**config.mk**
```make
export PLATFORM = sky130hd
export DESIGN_NAME = regs_mp
export DESIGN_NICKNAME = d
export VERILOG_FILES = /design/src/rtl/regs_mp.sv
export SDC_FILE = /design/constraint.sdc
export NUM_CORES = 2
export LEC_CHECK = 0
export BUFFER_PORTS_ARGS = -buffer_cell sky130_fd_sc_hd__buf_2
export CAP_MARGIN = 10
export CORE_MARGIN = 2
export CORE_UTILIZATION = 35
export DETAILED_ROUTE_END_ITERATION = 6
export PLACE_DENSITY = 0.49
export SKIP_LAST_GASP = 1
export SYNTH_ARGS = -nofsm -noshare
export SYNTH_HDL_FRONTEND = slang
export SYNTH_SLANG_ARGS = --single-unit
export TNS_END_PERCENT = 20
```
**constraint.sdc**
```tcl
create_clock -name clk -period 13.5 [get_ports clk]
set_clock_uncertainty 0.2 [all_clocks]
set_input_delay 2.7 -clock clk [delete_from_list [all_inputs] [get_ports clk]]
set_output_delay 2.7 -clock clk [all_outputs]
set_load 0.1 [all_outputs]
```
**src/rtl/regs_mp.sv**
```systemverilog
// Multi-port integer register file with fixed-priority writes, write-to-read
// forwarding, a per-register busy scoreboard and a sequential clear engine.
module regs_mp #(
  parameter int XLEN      = 32,
  parameter int REG_COUNT = 32,
  parameter int ADDR_W    = 5,
  parameter int RD_PORTS  = 2,
  parameter int WR_PORTS  = 2,
  parameter int ZERO_REG  = 1
) (
  input  logic                         clk,
  input  logic                         rst_n,
  input  logic                         flush,
  input  logic [RD_PORTS*ADDR_W-1:0]   rd_addr,
  output logic [RD_PORTS*XLEN-1:0]     rd_data,
  output logic [RD_PORTS-1:0]          rd_busy,
  input  logic [WR_PORTS-1:0]          wr_en,
  input  logic [WR_PORTS*ADDR_W-1:0]   wr_addr,
  input  logic [WR_PORTS*XLEN-1:0]     wr_data,
  input  logic                         set_en,
  input  logic [ADDR_W-1:0]            set_addr,
  output logic                         init_done
);

  typedef enum logic [0:0] {
    INIT = 1'b0,
    RUN  = 1'b1
  } state_t;

  state_t                state_r;
  state_t                state_n_s;
  logic [ADDR_W-1:0]     clr_idx_r;
  logic [ADDR_W-1:0]     clr_idx_n_s;
  logic                  init_done_r;
  logic [XLEN-1:0]       regs_r [REG_COUNT];
  logic [REG_COUNT-1:0]  busy_r;
  logic [REG_COUNT-1:0]  busy_n_s;
  logic [ADDR_W-1:0]     ra_s;
  logic [XLEN-1:0]       val_s;
  logic                  bsy_s;
  logic                  hit_s;

  function automatic logic is_zero_reg(input logic [ADDR_W-1:0] addr);
    return (ZERO_REG == 1) && (addr == {ADDR_W{1'b0}});
  endfunction

  // State, clear index and init_done registers
  always_ff @(posedge clk or negedge rst_n) begin
    if (!rst_n) begin
      state_r     <= INIT;
      clr_idx_r   <= {ADDR_W{1'b0}};
      init_done_r <= 1'b0;
    end else begin
      state_r     <= state_n_s;
      clr_idx_r   <= clr_idx_n_s;
      init_done_r <= (state_n_s == RUN);
    end
  end

  // Next-state logic: walk the clear index in INIT, re-enter INIT on flush
  always_comb begin
    state_n_s   = state_r;
    clr_idx_n_s = clr_idx_r;
    case (state_r)
      INIT: begin
        if (flush) begin
          clr_idx_n_s = {ADDR_W{1'b0}};
        end else if (clr_idx_r == ADDR_W'(REG_COUNT - 1)) begin
          state_n_s   = RUN;
          clr_idx_n_s = {ADDR_W{1'b0}};
        end else begin
          clr_idx_n_s = clr_idx_r + ADDR_W'(1);
        end
      end
      RUN: begin
        if (flush) begin
          state_n_s   = INIT;
          clr_idx_n_s = {ADDR_W{1'b0}};
        end else begin
          state_n_s   = RUN;
        end
      end
      default: begin
        state_n_s   = INIT;
        clr_idx_n_s = {ADDR_W{1'b0}};
      end
    endcase
  end

  // Storage array; the high-index ports are applied first so port 0 lands last
  always_ff @(posedge clk) begin
    if (state_r == INIT) begin
      regs_r[clr_idx_r] <= {XLEN{1'b0}};
    end else if (!flush) begin
      for (int j = WR_PORTS - 1; j >= 0; j--) begin
        if (wr_en[j] && !is_zero_reg(wr_addr[j*ADDR_W +: ADDR_W])) begin
          regs_r[wr_addr[j*ADDR_W +: ADDR_W]] <= wr_data[j*XLEN +: XLEN];
        end
      end
    end
  end

  // Scoreboard update: writes retire producers, a same-cycle issue wins
  always_comb begin
    busy_n_s = busy_r;
    if ((state_r != RUN) || flush) begin
      busy_n_s = {REG_COUNT{1'b0}};
    end else begin
      for (int j = 0; j < WR_PORTS; j++) begin
        busy_n_s[wr_addr[j*ADDR_W +: ADDR_W]] =
          busy_n_s[wr_addr[j*ADDR_W +: ADDR_W]] & ~wr_en[j];
      end
      busy_n_s[set_addr] = busy_n_s[set_addr] | (set_en & ~is_zero_reg(set_addr));
    end
  end

  // Scoreboard register
  always_ff @(posedge clk or negedge rst_n) begin
    if (!rst_n) begin
      busy_r <= {REG_COUNT{1'b0}};
    end else begin
      busy_r <= busy_n_s;
    end
  end

  // Combinational read ports with forwarding from the winning write port
  always_comb begin
    rd_data = {(RD_PORTS*XLEN){1'b0}};
    rd_busy = {RD_PORTS{1'b0}};
    ra_s    = {ADDR_W{1'b0}};
    val_s   = {XLEN{1'b0}};
    bsy_s   = 1'b0;
    hit_s   = 1'b0;
    for (int i = 0; i < RD_PORTS; i++) begin
      ra_s  = rd_addr[i*ADDR_W +: ADDR_W];
      val_s = regs_r[ra_s];
      bsy_s = busy_r[ra_s];
      for (int j = WR_PORTS - 1; j >= 0; j--) begin
        hit_s = wr_en[j] && (wr_addr[j*ADDR_W +: ADDR_W] == ra_s);
        val_s = hit_s ? wr_data[j*XLEN +: XLEN] : val_s;
        bsy_s = bsy_s & ~hit_s;
      end
      if ((state_r != RUN) || is_zero_reg(ra_s)) begin
        val_s = {XLEN{1'b0}};
        bsy_s = 1'b0;
      end else begin
        bsy_s = bsy_s;
      end
      rd_data[i*XLEN +: XLEN] = val_s;
      rd_busy[i]              = bsy_s;
    end
  end

  assign init_done = init_done_r;

endmodule

```
* Word level (Yosys, flattened, before mapping)
Memory sizes are Yosys's and may differ from the RTL's.
Cells that the tools add are included.
** Operators by class
- Add/sub/neg operators :: 1
- Order comparisons :: 8
- Equal/unequal tests :: 6
- Multiplexer cells :: 48
- Bitwise logic cells :: 16
- Reductions and logical operators :: 20
** Operators by type and width (number)
- $mux 32 :: 8
- $bwmux 32 :: 3
- $reduce_or 32->1 :: 1
- $lt 5x6->1 const B :: 5
- $bmux 1 s5 :: 5
- $logic_not 5->1 :: 5
- $mux 1 :: 23
- $eq 5x5->1 :: 4
- $mux 5 :: 4
- $demux 1 s5 :: 3
- $ge 5x1->1 const B :: 3
- $pmux 5 s2 :: 1
- $logic_and 1x1->1 :: 9
- $not 1->1 :: 8
- $and 1x1->1 :: 7
- $add 5x1->5 const B :: 1
- $eq 5x5->1 const B :: 1
- $logic_or 1x1->1 :: 3
- $logic_not 1->1 :: 2
- $ne 2x2->1 const B :: 1
- $pmux 1 s2 :: 1
- $or 1x1->1 :: 1
** Word-level totals
- Bits in registers :: 38
- RAM bits :: 1024
- Output and inout bits :: 67
- Logic and storage cells :: 103
- Memories :: 1
** Memories
- regs_r :: words 32, width 32, read ports 2, clocked after Yosys merged registers in 0, write ports 2, line 35 : logic [XLEN-1:0] regs_r [REG_COUNT];

* Depth between registers and ports, before layout
- Depth in word-level cells :: 14
- Depth in mapped cells :: 18
- Mapped depth without buffers :: 12

* Least setup slack after synthesis
OpenSTA, ideal clock, no wires.
- Kind :: in2out
- Start point :: input rd_addr[0]
- End point :: output rd_busy[0]
- Arrival time :: 7.895 ns
- Data required time :: 10.600 ns
- Slack :: 2.705 ns
- Stages on the path :: 10
- Buffers on the path :: 4
- Cells stage by stage :: clkbuf_1 > clkbuf_1 > buf_1 > clkbuf_1 > mux2i_1 > a221oi_1 > nor2_1 > o211ai_1 > o21ai_0 > nor4b_1
** On the way
- Longest elaborated chain between the ends :: 6
** RTL lines
- start: declaration :: line 14 : input logic [RD_PORTS*ADDR_W-1:0] rd_addr,
- branches (longest 5 deep; another with $bmux 1 s5)
- $mux 1 (*) :: line 143 : if ((state_r != RUN) || is_zero_reg(ra_s)) begin
- end: declaration :: line 16 : output logic [RD_PORTS-1:0] rd_busy,
Mark *: on every way between the ends. The select of a mux whose other input is x is not followed.

* Final worst setup path
- Start point :: input rd_addr[6]
- End point :: output rd_data[58]
** On the way
- Longest elaborated chain between the ends :: 5
** RTL lines
- branches (longest 4 deep; another with $mem_v2 32x32)
- $mux 32 (*) :: line 143
- end: declaration :: line 15 : output logic [RD_PORTS*XLEN-1:0] rd_data,
Mark *: on every way between the ends.

==> impl_summary.log <==
[metrics] launching point of the worst reg2reg path: busy_r[21]
[metrics] Seq. cell area: 0.0317 mm²
[metrics] Final Max Tran Viols: 0
[metrics] CTS Root Buffer Type: sky130_fd_sc_hd__clkbuf_16
[metrics] Chip Width: 437 µm
[metrics] share of layout cells above drive strength 1: 15.7%
[metrics] number of max-cap violations: 0
[metrics] Worst Path Required: roughly 11000 ps
[metrics] critical path start-end classification: in2out
[metrics] nets@finish: roughly 6200
[metrics] total half-perimeter wirelength after legalization and detailed placement: 150000 µm
[metrics] total number of clock tree sinks: 1062
[metrics] antenna-violating nets left: 0
[metrics] Placement Rows: 158
[metrics] via count of the first global-routing pass: roughly 51000
[metrics] clock slew seen by the registers of the worst setup and hold paths: 60 ps
[metrics] library cell with the largest summed area after synthesis: sky130_fd_sc_hd__edfxtp_1
[metrics] delay-heaviest family, CP: buffers and inverters
[metrics] worst slack at placement: 3540 ps
[metrics] endpoints failing hold: 0
[metrics] share of synthesized area occupied by flip-flops and latches: 48.4%
[metrics] Setup-failing EPs final: 0
[metrics] GPL Wtd Cong: 0.884
[metrics] DRC violation count after routing: 1
[metrics] total of cells resized after clock tree synthesis: 0
[metrics] Post CTS Setup Buffer Count: 0
[metrics] outcome: finished with violations
[metrics] top_reg_cell synth: sky130_fd_sc_hd__edfxtp_1
[metrics] data arrival time of the critical path: 7170 ps
[metrics] remaining max-slew budget at the tightest pin: roughly 16%
[metrics] ranking of synthesized cells by instance count: 1170 x sky130_fd_sc_hd__o21ai_0, 1113 x sky130_fd_sc_hd__nand2_1, 1024 x sky130_fd_sc_hd__edfxtp_1, 623 x sky130_fd_sc_hd__clkbuf_1, 431 x sky130_fd_sc_hd__mux2i_1
[metrics] setup total negative slack: 0 ps
[metrics] share of the synthesized area in the top cell type: 46.9%
[metrics] area of the multi-input gates: 0.0315 mm²
[metrics] Detailed Route WL: 278000 µm
[metrics] global-route wire length before repair: roughly 390000 µm
[metrics] average wire length per cell after detail routing: 31.9 µm
[metrics] Ys Warns: 0
[metrics] cell count of the worst reg-to-reg path: 12
[metrics] DIE AREA: 0.191 mm²
[metrics] combined area of all synthesized cells: 0.0655 mm²
[metrics] worst setup slack after layout: 3430 ps
[metrics] GR Overflow Total: 0
[metrics] maximum clock frequency: 0.0993 GHz
[metrics] Crit-path slowest cell: sky130_fd_sc_hd__nor2b_4
[metrics] # fillers: 18021
[metrics] net count after synthesis: 6576
[metrics] FF+latch count, synth: 1062
[metrics] via count: 54369
[metrics] number of buffers inserted during clock tree synthesis: 130
[metrics] CTS Buffer Depth: 3
[metrics] end of the worst hold path: clr_idx_r[4]
[metrics] IO buf count: 161
[metrics] CTS Hold Buffers Added: 0
[metrics] Worst setup EP type: output pin
[metrics] Crit path buffers/inverters: 3
[metrics] crit path time final: about 10000 ps
[metrics] violated checks: DRC
[metrics] TritonCTS clock tree: done
[metrics] drt initial violations: 6954
[metrics] DR pass1 iterations: 7
[metrics] Worst Path Max Fanout: between 70 and 80
[metrics] worst min-delay path startpoint: clr_idx_r[4]
[metrics] Initial Util: 35.3%
[metrics] post-synthesis instance total: roughly 6500
[metrics] EDFF count, synth: 1024
[metrics] slew of the pin with the lowest slew margin: 1250 ps
[metrics] Skew-Pair Late Insertion Delay: 800 ps
[metrics] Area Overhead vs Synth: 10.6%
[metrics] post-route standard cell area excluding fillers: 0.0725 mm²
[metrics] cell-by-cell listing of the critical path: clkbuf_8 > nor2b_4 > buf_4 > a21oi_1 > o21ai_0 > o22ai_1 > nor3_1 > a21oi_1 > a211oi_1 > a21oi_1 > nor2_1 > buf_2
[metrics] post-synthesis async set-or-reset flop share: 3.58%
[metrics] peak per-stage delay on the critical path: 1110 ps
[metrics] static leakage: ~0.025 µW
[metrics] RSZ-0062 raised after global routing: false
[metrics] floorplan die height: 437 µm
[metrics] Critical R2R Capture: busy_r[13]
[metrics] Top cell by count, worst path: sky130_fd_sc_hd__a21oi_1
[metrics] per-instance average area after synthesis: 10.1 µm²
[metrics] fin crit share: 74.6%
[metrics] pwr dens: 108 mW/mm²
[metrics] Peak VDD IR: 0.0000877 V
[metrics] area of the placeable core: between 0.15 and 0.2 mm²
[metrics] per-cell via count in the routed design: 6.24
[metrics] post-route total power: 7860 µW
[metrics] main area contributors after synthesis: sky130_fd_sc_hd__edfxtp_1 47%, sky130_fd_sc_hd__mux4_2 9.2%, sky130_fd_sc_hd__o21ai_0 8.9%, sky130_fd_sc_hd__mux2i_1 6.6%, sky130_fd_sc_hd__nand2_1 6.4%
[metrics] pin count of the biggest net entering global routing: just under 100
[metrics] number of distinct library cells after synthesis: 86
[metrics] Placed Instance Area: 0.0684 mm²
[metrics] depth of the worst hold-timing path: 2
[metrics] GRT Resource Usage Total: 28.3%
[metrics] Hold WC Path Type: reg2reg
[metrics] boundary pin count: 162
[metrics] H-Tree Level Count: 4
[metrics] initial antenna violation count: 8
[metrics] worst setup slack for register-to-register paths: 7630 ps
[metrics] leading cell type by number of instances after synthesis: sky130_fd_sc_hd__o21ai_0
[metrics] kind of start point of the critical path: input pin
[worst max path at each step]
stage	startpoint	slack, ps	endpoint	depth (start not counted)
after floorplan	rd_addr[0]	2710	rd_busy[0]	10
after CTS	rd_addr[6]	3540	rd_data[32]	12
final	rd_addr[6]	3430	rd_data[58]	12
after detailed placement	rd_addr[6]	3540	rd_data[32]	12
after global placement	rd_addr[6]	3510	rd_data[32]	12
after global routing	rd_addr[6]	3410	rd_data[63]	14
[metal layers]
layer	global-route usage (%)	share of wire [%]
met3	4.28	8.5
met5	0	0
met4	11.5	4.4
met1	37.9	40
met2	46.0	47
[state kept, by name, summed over array words and instances, names as in the netlist]
signal	count
init_done	1
busy_r	32
regs_r	1024
clr_idx_r	5
[where the power goes]
| part | total, µW | internal, µW | switching (µW) |
|---|---|---|---|
| Combinational | 803 | 254 | 549 |
| Clock | 3440 | 1940 | 1500 |
| Sequential | 3610 | 3600 | 14.4 |
| Total | 7860 | 5790 | 2070 |
[metrics by stage]
stage | std cells | utilization [%] | hold slack (ps)
after floorplan | 6479 | - | 340
after global placement | 8489 | 36.8 | 405
after detailed placement | 8491 | 36.8 | 414
after CTS | 8714 | 39.0 | 429
after global routing | 8718 | 39.0 | 504
final | 8718 | 39.0 | 433
[logic make-up after synthesis]
| family | after synthesis | share of synthesized area (%) |
|---|---|---|
| AO/OA/AOI/OAI | 2107 | 18.2 |
| AND/OR/NAND/NOR | 1654 | 10.3 |
| flip-flops | 1062 | 48.4 |
| multiplexers | 834 | 18.1 |
| buffers and inverters | 799 | 4.76 |
| XOR/XNOR | 21 | 0.281 |
| adder cells (fa/ha/maj) | 2 | 0.0382 |
[worst reg2reg max path, cell delays in order, from the launching register on]
cell	delay, ps
sky130_fd_sc_hd__dfrtp_1	500
sky130_fd_sc_hd__mux4_2	540
sky130_fd_sc_hd__nor3b_2	190
sky130_fd_sc_hd__nor4_4	520
sky130_fd_sc_hd__nand3_1	400
sky130_fd_sc_hd__nand2b_1	630
sky130_fd_sc_hd__a221oi_1	190
sky130_fd_sc_hd__nand4_2	240
sky130_fd_sc_hd__or2_1	570
sky130_fd_sc_hd__o311ai_1	180
sky130_fd_sc_hd__o211a_1	260
sky130_fd_sc_hd__o221ai_4	870
sky130_fd_sc_hd__a31oi_1	350
[layout make-up]
class	count	share of cell area [%]
Antenna cell	1	0.00345
Multi-Input combinational cell	4618	43.5
Tap cell	2480	4.28
Clock buffer	163	4.76
Sequential cell	1062	43.7
Timing Repair Buffer	298	2.76
Inverter	36	0.186
Clock inverter	60	0.826
[cell usage in the layout (no fill, tap or decap), types with 16 or more instances in the layout]
master | synthesis | layout
sky130_fd_sc_hd__clkinv_1 | 1 | 31
sky130_fd_sc_hd__o22ai_1 | 167 | 136
sky130_fd_sc_hd__a31oi_1 | 36 | 36
sky130_fd_sc_hd__dfrtp_1 | 38 | 38
sky130_fd_sc_hd__nor2_4 | 0 | 33
sky130_fd_sc_hd__a211oi_1 | 74 | 74
sky130_fd_sc_hd__o221ai_1 | 133 | 133
sky130_fd_sc_hd__mux2i_1 | 431 | 431
sky130_fd_sc_hd__clkbuf_16 | 0 | 133
sky130_fd_sc_hd__xor2_1 | 16 | 16
sky130_fd_sc_hd__nand3_1 | 23 | 18
sky130_fd_sc_hd__edfxtp_1 | 1024 | 1024
sky130_fd_sc_hd__o21ai_0 | 1170 | 1170
sky130_fd_sc_hd__inv_1 | 34 | 34
sky130_fd_sc_hd__buf_2 | 8 | 151
sky130_fd_sc_hd__mux2_2 | 134 | 134
sky130_fd_sc_hd__clkbuf_1 | 623 | 29
sky130_fd_sc_hd__mux4_2 | 269 | 269
sky130_fd_sc_hd__a21oi_1 | 423 | 421
sky130_fd_sc_hd__nor3_1 | 85 | 85
sky130_fd_sc_hd__nand2_1 | 1113 | 1113
sky130_fd_sc_hd__buf_4 | 6 | 132
sky130_fd_sc_hd__nor2_1 | 333 | 300
sky130_fd_sc_hd__o22ai_4 | 1 | 32
No activity file was read; power rests on OpenSTA's default activity.
